### config.mk
export PLATFORM = sky130hd
export DESIGN_NAME = seg14_digit_driver
export DESIGN_NICKNAME = d
export VERILOG_FILES = /design/src/rtl/seg14_digit_driver.sv
export SDC_FILE = /design/constraint.sdc
export NUM_CORES = 1
export LEC_CHECK = 0
export CAP_MARGIN = 20
export CORE_MARGIN = 5
export CORE_UTILIZATION = 54
export CTS_CLUSTER_DIAMETER = 60
export DETAILED_ROUTE_END_ITERATION = 8
export GPL_TIMING_DRIVEN = 0
export PLACE_DENSITY = 0.94
export SLEW_MARGIN = 20
export SYNTH_ARGS = -nofsm -noshare
export SYNTH_HDL_FRONTEND = slang
export SYNTH_SLANG_ARGS = --single-unit
### constraint.sdc
create_clock -name clk -period 4.5 [get_ports clk]
set_input_delay 0.45 -clock clk [delete_from_list [all_inputs] [get_ports clk]]
set_output_delay 0.45 -clock clk [all_outputs]
set_load 0.01 [all_outputs]
### src/rtl/seg14_digit_driver.sv
// seg14_digit_driver: output stage between the 14-segment scan mux and the pads.
//   Registers the mux's digit select and segment pattern, forces a dead-time blank
//   after every digit-select change (anti-ghosting), applies PWM brightness dimming
//   and flags non-one-hot selects with a sticky error.
// Latency: sel_in/segm_in -> sel_out/segm_out is 2 cycles when not blanked/dimmed.
// Backpressure: none; the pads are always accepting, the stage runs every cycle.
//
// Ports:
//   clk, rst_n             clock (rising edge), asynchronous active-low reset
//   sel_in   [DIGITS-1:0]  one-hot digit select from scan mux (0 = all off)
//   segm_in  [SEGS-1:0]    segment pattern for the selected digit
//   bright   [PWM_BITS-1:0], bright_we   brightness request and its write strobe
//   err_clr                clears the sticky err_onehot flag
//   sel_out, segm_out      registered pad drives
//   blanking               high exactly while dead-time forces the outputs off
//   err_onehot             sticky: a select with more than one bit set was sampled
//
// Build option: define SEG14_ACTIVE_LOW_EN for inverted (active-low) sel_out/segm_out;
// their reset/off value then becomes all-ones. blanking/err_onehot are unaffected.

module seg14_digit_driver #(
  parameter int DIGITS    = 12,
  parameter int SEGS      = 14,
  parameter int BLANK_CYC = 2,
  parameter int PWM_BITS  = 4
) (
  input  logic                clk,
  input  logic                rst_n,
  input  logic [DIGITS-1:0]   sel_in,
  input  logic [SEGS-1:0]     segm_in,
  input  logic [PWM_BITS-1:0] bright,
  input  logic                bright_we,
  input  logic                err_clr,
  output logic [DIGITS-1:0]   sel_out,
  output logic [SEGS-1:0]     segm_out,
  output logic                blanking,
  output logic                err_onehot
);

  localparam int BW = (BLANK_CYC < 1) ? 1 : $clog2(BLANK_CYC + 1);
  localparam logic [BW-1:0] BLANK_INIT = BW'(BLANK_CYC);

  // "Off" level of the pad drives; XOR-ing with it also performs the inversion.
`ifdef SEG14_ACTIVE_LOW_EN
  localparam logic [DIGITS-1:0] SEL_OFF  = '1;
  localparam logic [SEGS-1:0]   SEGM_OFF = '1;
`else
  localparam logic [DIGITS-1:0] SEL_OFF  = '0;
  localparam logic [SEGS-1:0]   SEGM_OFF = '0;
`endif

  // Stage 1
  logic [DIGITS-1:0]   sel_q;
  logic [SEGS-1:0]     segm_q;
  logic                vld_q;
  logic                loaded;   // stage 1 holds a real sample (not the reset value)

  logic [BW-1:0]       blank_cnt;
  logic [PWM_BITS-1:0] pwm_cnt;
  logic [PWM_BITS-1:0] bright_q;
  logic [PWM_BITS-1:0] bright_nxt;

  logic                sel_multi;
  logic                pwm_on;
  logic                drive_on;

  // More than one bit set: clearing the lowest set bit leaves something behind.
  assign sel_multi = (sel_in & (sel_in - DIGITS'(1))) != '0;
  assign pwm_on    = (bright_q == '1) || (pwm_cnt < bright_q);
  assign drive_on  = (blank_cnt == '0) && vld_q && pwm_on;

  always_ff @(posedge clk or negedge rst_n) begin
    if (!rst_n) begin
      sel_q      <= '0;
      segm_q     <= '0;
      vld_q      <= 1'b0;
      loaded     <= 1'b0;
      blank_cnt  <= '0;
      pwm_cnt    <= '0;
      bright_q   <= '1;
      bright_nxt <= '1;
      err_onehot <= 1'b0;
      blanking   <= 1'b0;
      sel_out    <= SEL_OFF;
      segm_out   <= SEGM_OFF;
    end else begin
      sel_q  <= sel_in;
      segm_q <= segm_in;
      vld_q  <= !sel_multi;
      loaded <= 1'b1;

      // The first sample after reset is not a digit change: nothing was lit
      // before it, so there is no ghost to suppress.
      if (loaded && (sel_in != sel_q))
        blank_cnt <= BLANK_INIT;
      else if (blank_cnt != '0)
        blank_cnt <= blank_cnt - BW'(1);

      pwm_cnt <= pwm_cnt + PWM_BITS'(1);
      if (bright_we)
        bright_nxt <= bright;
      // Only adopt the new level at period end so a period is never split.
      if (pwm_cnt == '1)
        bright_q <= bright_nxt;

      // Set has priority over clear.
      if (sel_multi)
        err_onehot <= 1'b1;
      else if (err_clr)
        err_onehot <= 1'b0;

      blanking <= (blank_cnt != '0);
      if (drive_on) begin
        sel_out  <= sel_q ^ SEL_OFF;
        segm_out <= segm_q ^ SEGM_OFF;
      end else begin
        sel_out  <= SEL_OFF;
        segm_out <= SEGM_OFF;
      end
    end
  end

endmodule

==> impl_metrics.csv, run 1 <==
group,metric,value,unit
layout,fill_cells,365,
synthesis,async_flop_share,1.00,
sta,period_minus_slack,2.09,ns
place,io_buffers,61,
setup_path,crit_path_max_fanout,10,
clocking,postCtsHoldBufs,0,
clocking,clockBufferDepth,2,
route,drt-total-wl,5.98,mm
layout,layout_common_cells,"dfrtp_1, clkdlybuf4s50_1, o21ai_1, nand3_1, nand3b_1",
layout,layout-drive-gt1-share,0.120,
synthesis,yosys.area.top_type,"dfrtp_1",
clocking,clockRootBuffer,"clkbuf_8",
synthesis,synth_area_leaders,"dfrtp_1, dfstp_2, nand3b_1",
synthesis,synth_cells,231,
layout,diodes,0,
layout,multiInputGateArea,966,µm²
pwr,power_density,354,nW/µm²
job,maxCapViolCount,0,
pwr,power,1.32,mW
pwr,pwr-share-comb,0.099,
setup_path,start_kind,"flip-flop",
synthesis,ys_seq_elements,70,
grt,track_usage,0.199,
route,dr.pass1.iters,4,
sta,hold_viol,0,
sta,final.setup.tns,0,ns
run_status,status,"completed",
layout,nets,343,
grt,grt_antenna_before_repair,0,
route,wl_per_cell,15.8,µm
floorplan,initial_utilization,0.554,
setup_path,required,4.72,ns
synthesis,synth_top_area_share,0.552,
sta,worstMarginPinSlew,0.571,ns
synthesis,synth.avg_cell_area,12.2,µm²
clocking,cts_max_level,3,
setup_path,path_class,"reg -> reg",
synthesis,yosysWarnings,0,
clocking,clock_sinks,70,
sta,setup_violations,0,
layout,final_common_cell,"dfrtp_1",
sta,fin_crit_sh,0.465,
grt,grt_pass1_vias,2061,
synthesis,synth_cell_types,34,
route,ant_nets,0,
floorplan,fp.dieW,82.1,µm
sta,max_freq,478,MHz
route,routed_via_density,5.47,
synthesis,synth-edff-count,0,
floorplan,core,5070,µm²
setup_path,crit_arrival,2.31,ns
route,drtIter0Drc,156,
synthesis,synth_nets,270,
clocking,insertion_delay,0.35,ns
synthesis,syn_area,2810,µm²
pwr,pwr-share-clk,0.380,
sta,max-slew-margin-rel,0.618,
route,drc,0,
pwr,p_leak,1.54,nW
synthesis,seq_area_frac_synth,0.627,
worst_hold_path,hold_path_class,"in -> async",
place,postPlaceCellArea,3520,µm²
floorplan,ioPinCount,62,
clocking,path_clk_slew,0.08,ns
layout,regArea,1760,µm²
setup_path,critPathCaptureType,"flip-flop",
layout,stdcell_area,3720,µm²
sta,maxSlewViolCount,0,
clocking,numCtsBuffers,9,
pwr,p_sw,331,µW
grt,grt_max_degree,38,
sta,rsz0062_at_grt,"no",
clocking,cts_tree,"done",
floorplan,die_area,6740,µm²
place,dp_hpwl,4.31,mm
pwr,p_sw_frac,0.251,
route,vias,2075,
floorplan,num_rows,26,
grt,overflow,0,
clocking,post_cts_buffers,0,
clocking,cts.repair.resized,0,
pwr,seqPwrFrac,0.521,
pwr,peakVddDrop,262,µV
layout,syn2layout_area_growth,32.5,%
pwr,intPower,987,µW
synthesis,synth_flop_cell,"dfrtp_1",
floorplan,die_y,82.1,µm
grt,grt_pass1_wl,9.78,mm
place,place_congestion,0.793,
sta,clock_skew,0.00988,ns
==> sequential cells by signal (all words and copies together), names as in the netlist <==
register,flops
sel_out,12
segm_q,14
bright_nxt,4
blanking,1
blank_cnt,2
loaded,1
bright_q,4
pwm_cnt,4
vld_q,1
sel_q,12
segm_out,14
err_onehot,1
==> cell type report <==
cell class | count | share of cell area
flip-flops and latches | 70 | 0.473
multi-input cells | 140 | 0.259
repair buffers | 62 | 0.169
clock buffers | 9 | 0.0333
well taps | 70 | 0.0235
clock inverters | 7 | 0.0198
plain buffers | 12 | 0.0128
inverters | 9 | 0.00908
==> Yosys cell counts (all sizes together), types with 2 or more instances <==
| cell type | instances |
|---|---|
| dfstp | 8 |
| clkbuf | 10 |
| a21oi | 2 |
| inv | 9 |
| dfrtp | 62 |
| o21ai | 29 |
| nand3b | 26 |
| nor2 | 4 |
| nor4 | 3 |
| ha | 5 |
| a21boi | 2 |
| nand3 | 29 |
| mux2 | 8 |
| buf | 2 |
| or4 | 3 |
| nor3 | 3 |
| xor2 | 14 |
==> kinds of logic after synthesis <==
logic type                 count (synthesis)  synth area share
buffers and inverters                     21            0.0290
DFF                                       70             0.627
and+or+nand+nor                           70             0.153
other                                      1           0.00134
muxes                                      8            0.0321
AOI/OAI and AO/OA                         40            0.0846
xor gates and xnor gates                  15            0.0468
adders and majority gates                  6            0.0258
==> power groups by stage <==
stage | Combinational, mW | Sequential, mW | Clock [mW]
after CTS | 0.132 | 0.687 | 0.505
after detailed placement | 0.132 | 0.698 | 0
final | 0.130 | 0.687 | 0.501
after floorplan | 0.0576 | 0.694 | 0
after global placement | 0.122 | 0.696 | 0
after global routing | 0.149 | 0.690 | 0.536
==> routing by layer <==
layer,global-route usage,vias up,share of wire
li1,-,962,-
met1,0.239,1016,0.38
met2,0.334,81,0.53
met3,0.0456,16,0.061
met4,0.103,0,0.025
met5,0,-,0
==> final timing paths <==
path	from	endpoint	slack [ns]	depth (start not counted)
worst max-delay path	bright_q[1]$_DFFE_PN1N_	segm_out[12]$_DFF_PN0_	2.41	7
worst min-delay path	rst_n	sel_out[6]$_DFF_PN0_	0.04	1
worst max register to register	bright_q[1]$_DFFE_PN1N_	segm_out[12]$_DFF_PN0_	2.41	7
worst min register to register	loaded$_DFF_PN0_	blank_cnt[0]$_DFFE_PN0P_	0.46	1
max in group asynchronous	rst_n	segm_q[10]$_DFF_PN0_	3.93	2
min in group clk	loaded$_DFF_PN0_	blank_cnt[0]$_DFFE_PN0P_	0.46	1
==> per-stage QoR <==
stage	cells	utilization	setup WS [ns]	hold slack (ns)
global route	379	0.733	2.20	0.0658
CTS	379	0.733	2.37	0.0523
global placement	362	0.691	0.908	0.431
finish	379	0.733	2.41	0.0444
detailed placement	363	0.695	2.19	0.419
floorplan	231	-	2.70	0.154
==> worst max-delay path, stage by stage (launching register included) <==
cell      delay, ns
dfstp_2        0.54
inv_1          0.04
ha_1           0.25
a21boi_1       0.14
o21ai_1        0.07
a21boi_1       0.48
buf_2          0.32
o21ai_1        0.12
Note: power is estimated with default switching activity, not from simulation.
==> run 2: changes to the inputs <==
--- a/config.mk
+++ b/config.mk
@@ -7,11 +7,11 @@
 export LEC_CHECK = 0
 export CAP_MARGIN = 20
 export CORE_MARGIN = 5
-export CORE_UTILIZATION = 54
+export CORE_UTILIZATION = 50
 export CTS_CLUSTER_DIAMETER = 60
 export DETAILED_ROUTE_END_ITERATION = 8
 export GPL_TIMING_DRIVEN = 0
-export PLACE_DENSITY = 0.94
+export PLACE_DENSITY = 0.88
 export SLEW_MARGIN = 20
 export SYNTH_ARGS = -nofsm -noshare
 export SYNTH_HDL_FRONTEND = slang
==> constraint.sdc (replaced) <==
create_clock -name clk -period 2.2 [get_ports clk]
set_input_delay 0.22 -clock clk [delete_from_list [all_inputs] [get_ports clk]]
set_output_delay 0.22 -clock clk [all_outputs]
set_load 0.01 [all_outputs]
==> impl_metrics.csv, run 2 (synthesized netlist as in run 1, its figures left out) <==
group,metric,value,unit
setup_path,start_kind,"flip-flop",
setup_path,r2r_end,"sel_out[10]$_DFF_PN0_",
setup_path,r2r_slack,0.26,ns
clocking,clock_sinks,70,
clocking,cts_max_level,3,
grt,track_usage,0.171,
place,place_congestion,0.792,
run_status,status,"completed",
grt,grt_pass1_wl,9.77,mm
clocking,clockRootBuffer,"clkbuf_8",
floorplan,core,5470,µm²
worst_hold_path,hold_path_depth,1,
route,drc,0,
layout,diodes,0,
sta,maxSlewViolCount,0,
clocking,insertion_delay,0.34,ns
setup_path,path_class,"reg -> reg",
pwr,peakVddDrop,686,µV
setup_path,r2r_cells,7,
clocking,clockBufferDepth,2,
place,dp_hpwl,4.10,mm
setup_path,cp.buffers_inverters,2,
floorplan,initial_utilization,0.513,
route,routed_via_density,5.34,
route,vias,2041,
layout,layout-drive-gt1-share,0.123,
sta,fin_crit_sh,0.882,
sta,setup_violations,0,
grt,grt_max_degree,39,
setup_path,cpMaxStageDelayCell,"dfstp_2",
sta,period_minus_slack,1.94,ns
route,dr.pass1.iters,4,
route,drt-total-wl,5.64,mm
worst_hold_path,hold_path_class,"in -> reg",
floorplan,die_y,85.0,µm
sta,rsz0062_at_grt,"no",
job,maxCapViolCount,0,
grt,grt_pass1_vias,2091,
worst_hold_path,min_to,"segm_q[12]$_DFF_PN0_",
sta,clock_skew,0.00900,ns
setup_path,cp_top_family,"compound AO/OA/AOI/OAI gates",
layout,syn2layout_area_growth,35.2,%
floorplan,ioPinCount,62,
layout,instances_no_fill,382,
setup_path,crit_arrival,2.15,ns
grt,grt_antenna_before_repair,0,
setup_path,required,2.41,ns
setup_path,crit_top_cell,"o21ai_1",
clocking,numCtsBuffers,9,
setup_path,cpPeakStageDelay,0.54,ns
clocking,post_cts_buffers,0,
clocking,cts_tree,"done",
floorplan,die_area,7220,µm²
pwr,p_leak,1.58,nW
clocking,path_clk_slew,0.07,ns
floorplan,fp.dieW,85.0,µm
layout,reg_top3,"segm_out: 14 flops, segm_q: 14 flops",
layout,fill_cells,398,
place,io_buffers,61,
sta,worstMarginPinSlew,0.513,ns
setup_path,crit_path_max_fanout,10,
place,placed_cells,365,
setup_path,path_cells,"inv_1 -> ha_1 -> a21boi_1 -> o21ai_1 -> a21boi_2 -> buf_2 -> o21ai_1",
setup_path,r2r-start,"bright_q[1]$_DFFE_PN1N_",
pwr,power_density,773,nW/µm²
route,drtIter0Drc,79,
worst_hold_path,hp-start,"segm_in[12]",
layout,final_common_cell,"dfrtp_1",
sta,max-slew-margin-rel,0.656,
floorplan,num_rows,27,
layout,regArea,1760,µm²
layout,nets,344,
sta,hold_viol,0,
setup_path,critPathCaptureType,"flip-flop",
grt,overflow,0,
route,ant_nets,0,
layout,layout_common_cells,"dfrtp_1, clkdlybuf4s50_1, o21ai_1, nand3_1, nand3b_1",
sta,max_freq,515,MHz
route,wl_per_cell,14.8,µm
sta,whs,0.318,ns
layout,multiInputGateArea,970,µm²
## run 2: worst max-delay path by stage
| stage | startpoint | to | depth (start not counted) |
|---|---|---|---|
| after floorplan | bright_q[1]$_DFFE_PN1N_ | segm_out[10]$_DFF_PN0_ | 7 |
| after global placement | rst_n | sel_out[3]$_DFF_PN0_ | 1 |
| after detailed placement | sel_in[1] | err_onehot$_DFFE_PN0P_ | 6 |
| after CTS | bright_q[1]$_DFFE_PN1N_ | sel_out[10]$_DFF_PN0_ | 7 |
| after global routing | blank_cnt[0]$_DFFE_PN0P_ | segm_out[4]$_DFF_PN0_ | 7 |
| final | bright_q[1]$_DFFE_PN1N_ | sel_out[10]$_DFF_PN0_ | 7 |
## run 2: layer usage
layer,GRT usage,up-vias,share of wire
met5,0,-,0
met4,0.0518,0,0.015
met3,0.0757,10,0.080
met2,0.280,71,0.50
met1,0.204,1000,0.40
li1,-,960,-
## run 2: through the flow
stage	power [mW]	worst slack, ns	utilization	area [µm²]	setup TNS, ns
after floorplan	1.54	0.404	-	2810	0
after global placement	1.67	-1.19	0.641	3510	-77.50
after detailed placement	1.69	0.0931	0.644	3530	0
after CTS	2.96	0.0656	0.693	3790	0
after global routing	3.06	0.0936	0.694	3800	0
final	2.94	0.259	0.694	3800	0
## run 2: what timing repair did
action,4_1_cts,5_1_grt
hold endpoints to repair,24,0
endpoints found under the setup margin,0,20
resized for setup,0,1
hold buffers,1,0
## run 2: layout make-up
type | instances | share of cell area
Buffer | 12 | 0.0125
Clock buffer | 11 | 0.0399
Clock inverter | 5 | 0.0277
Inverter | 9 | 0.00890
Multi-Input combinational cell | 140 | 0.255
Sequential cell | 70 | 0.464
Tap cell | 72 | 0.0237
Timing Repair Buffer | 63 | 0.168
## run 2: where the power goes
| group | internal, mW | switching (mW) | leakage, nW |
|---|---|---|---|
| Sequential | 1.36 | 0.0405 | 0.870 |
| Combinational | 0.134 | 0.133 | 0.583 |
| Clock | 0.814 | 0.451 | 0.122 |
## run 2: worst reg2reg max path, cell delays in order (launching register included)
cell and delay, ns:
dfstp_2 0.54, inv_1 0.04, ha_1 0.25, a21boi_1 0.15
o21ai_1 0.09, a21boi_2 0.33, buf_2 0.29, o21ai_1 0.11
==> run 3: changes to the inputs <==
--- a/config.mk
+++ b/config.mk
@@ -11,7 +11,9 @@
 export CTS_CLUSTER_DIAMETER = 60
 export DETAILED_ROUTE_END_ITERATION = 8
 export GPL_TIMING_DRIVEN = 0
+export MAX_ROUTING_LAYER = met4
 export PLACE_DENSITY = 0.88
+export REMOVE_ABC_BUFFERS = 1
 export SLEW_MARGIN = 20
 export SYNTH_ARGS = -nofsm -noshare
 export SYNTH_HDL_FRONTEND = slang
==> impl_metrics.csv, run 3 (synthesized netlist as in run 1, its figures left out) <==
group,metric,value,unit
sta,max_freq,485,MHz
layout,layout-drive-gt1-share,0.127,
sta,worstMarginPinSlew,0.750,ns
route,drtIter0Drc,98,
pwr,power,2.51,mW
layout,final_common_cell,"dfrtp_1",
setup_path,r2r-start,"bright_q[1]$_DFFE_PN1N_",
floorplan,core,5470,µm²
sta,max-slew-margin-rel,0.500,
layout,syn2layout_area_growth,32.2,%
setup_path,path_cells,"inv_1 -> ha_1 -> a21boi_1 -> o21ai_1 -> a21boi_2 -> buf_8 -> o21ai_1",
clocking,clockBufferDepth,2,
sta,rsz0062_at_grt,"no",
grt,track_usage,0.171,
clocking,clockRootBuffer,"clkbuf_8",
place,io_buffers,61,
clocking,cts_tree,"done",
clocking,insertion_delay,0.33,ns
grt,grt_antenna_before_repair,0,
clocking,cts_max_level,3,
layout,diodes,0,
setup_path,endpoint,"sel_out[10]$_DFF_PN0_",
floorplan,die_y,85.0,µm
setup_path,critPathCaptureType,"flip-flop",
place,placed_cells,356,
sta,clock_skew,0.0126,ns
layout,reg_top3,"segm_out: 14 flops, segm_q: 14 flops",
route,drc,0,
clocking,post_cts_buffers,0,
floorplan,num_rows,27,
route,dr.pass1.iters,4,
setup_path,crit_start,"bright_q[1]$_DFFE_PN1N_",
floorplan,initial_utilization,0.513,
pwr,peakVddDrop,523,µV
sta,maxSlewViolCount,0,
setup_path,cpPeakStageDelay,0.54,ns
job,maxCapViolCount,0,
grt,overflow,0,
run_status,status,"completed",
sta,period_minus_slack,2.06,ns
grt,grt_max_degree,43,
place,place_congestion,0.745,
floorplan,ioPinCount,62,
route,wl_per_cell,15.1,µm
layout,nets,335,
grt,grt_pass1_wl,9.38,mm
route,ant_nets,0,
clocking,numCtsBuffers,9,
place,postPlaceCellArea,3550,µm²
grt,grt_pass1_vias,2041,
worst_hold_path,hold_path_class,"in -> reg",
setup_path,r2r_end,"sel_out[10]$_DFF_PN0_",
sta,fin_crit_sh,0.937,
layout,instances_no_fill,372,
sta,setup_ws,0.139,ns
floorplan,die_area,7220,µm²
pwr,p_leak,1.54,nW
setup_path,crit_top_cell,"o21ai_1",
setup_path,r2r_slack,0.14,ns
place,dp_hpwl,4.06,mm
layout,layout_common_cells,"dfrtp_1, clkdlybuf4s50_1, o21ai_1, nand3_1, nand3b_1",
layout,fill_cells,410,
setup_path,crit_arrival,2.27,ns
floorplan,fp.dieW,85.0,µm
route,vias,1996,
setup_path,start_kind,"flip-flop",
route,routed_via_density,5.37,
layout,stdcell_area,3710,µm²
sta,setup_violations,0,
route,drt-total-wl,5.61,mm
worst_hold_path,hp-start,"segm_in[6]",
pwr,power_density,675,nW/µm²
place,dp_slack,0.133,ns
clocking,path_clk_slew,0.08,ns
setup_path,cpMaxStageDelayCell,"dfstp_2",
clocking,clock_sinks,70,
setup_path,required,2.41,ns
setup_path,crit_path_max_fanout,15,
sta,hold_viol,0,
setup_path,path_class,"reg -> reg",
setup_path,r2r_cells,7,
[run 3: cell type report]
type / count / area [µm²] / share of cell area
flip-flops and latches: 70 / 1760 / 0.474
multi-input cells: 140 / 977 / 0.263
repair buffers: 66 / 696 / 0.187
clock buffers: 10 / 128 / 0.0344
well taps: 72 / 90.1 / 0.0243
inverters: 9 / 33.8 / 0.00910
clock inverters: 5 / 27.5 / 0.00741
[run 3: per-stage QoR]
stage          setup TNS [ns]  hold WS, ns  utilization
2_1_floorplan           -1.81      -0.0756            -
3_3_place_gp          -101.74        0.431        0.633
3_5_place_dp                0        0.166        0.648
4_1_cts                     0        0.309        0.679
5_1_grt                     0        0.302        0.679
6_report                    0        0.323        0.679
[run 3: timing repair]
item                                   CTS  global route
resized for setup                        0             0
endpoints found under the hold margin   20             0
hold buffers                             1             0
[run 3: where the power goes]
group | leakage [nW] | switching (mW) | internal (mW)
Sequential | 0.870 | 0.0384 | 1.36
Combinational | 0.591 | 0.136 | 0.139
Clock | 0.0817 | 0.438 | 0.395
Total | 1.54 | 0.612 | 1.90
[run 3: worst min-delay path by stage]
stage	depth (start not counted)	to
finish	1	segm_q[6]$_DFF_PN0_
global route	1	segm_q[1]$_DFF_PN0_
floorplan	0	blank_cnt[0]$_DFFE_PN0P_
global placement	1	blank_cnt[0]$_DFFE_PN0P_
detailed placement	1	sel_q[5]$_DFF_PN0_
CTS	1	segm_q[6]$_DFF_PN0_
[run 3: layer usage]
metal,wire [µm],track usage
met1,2410,0.193
met2,2830,0.288
met3,302,0.0495
met4,71,0.0604
met5,0,-
[run 3: critical path: cells and delay by family, from the launching register on]
family,cells,cell delay (ns)
AOI/OAI and AO/OA,4,0.86
adders and majority gates,1,0.26
buffers and inverters,2,0.27
DFF,1,0.54
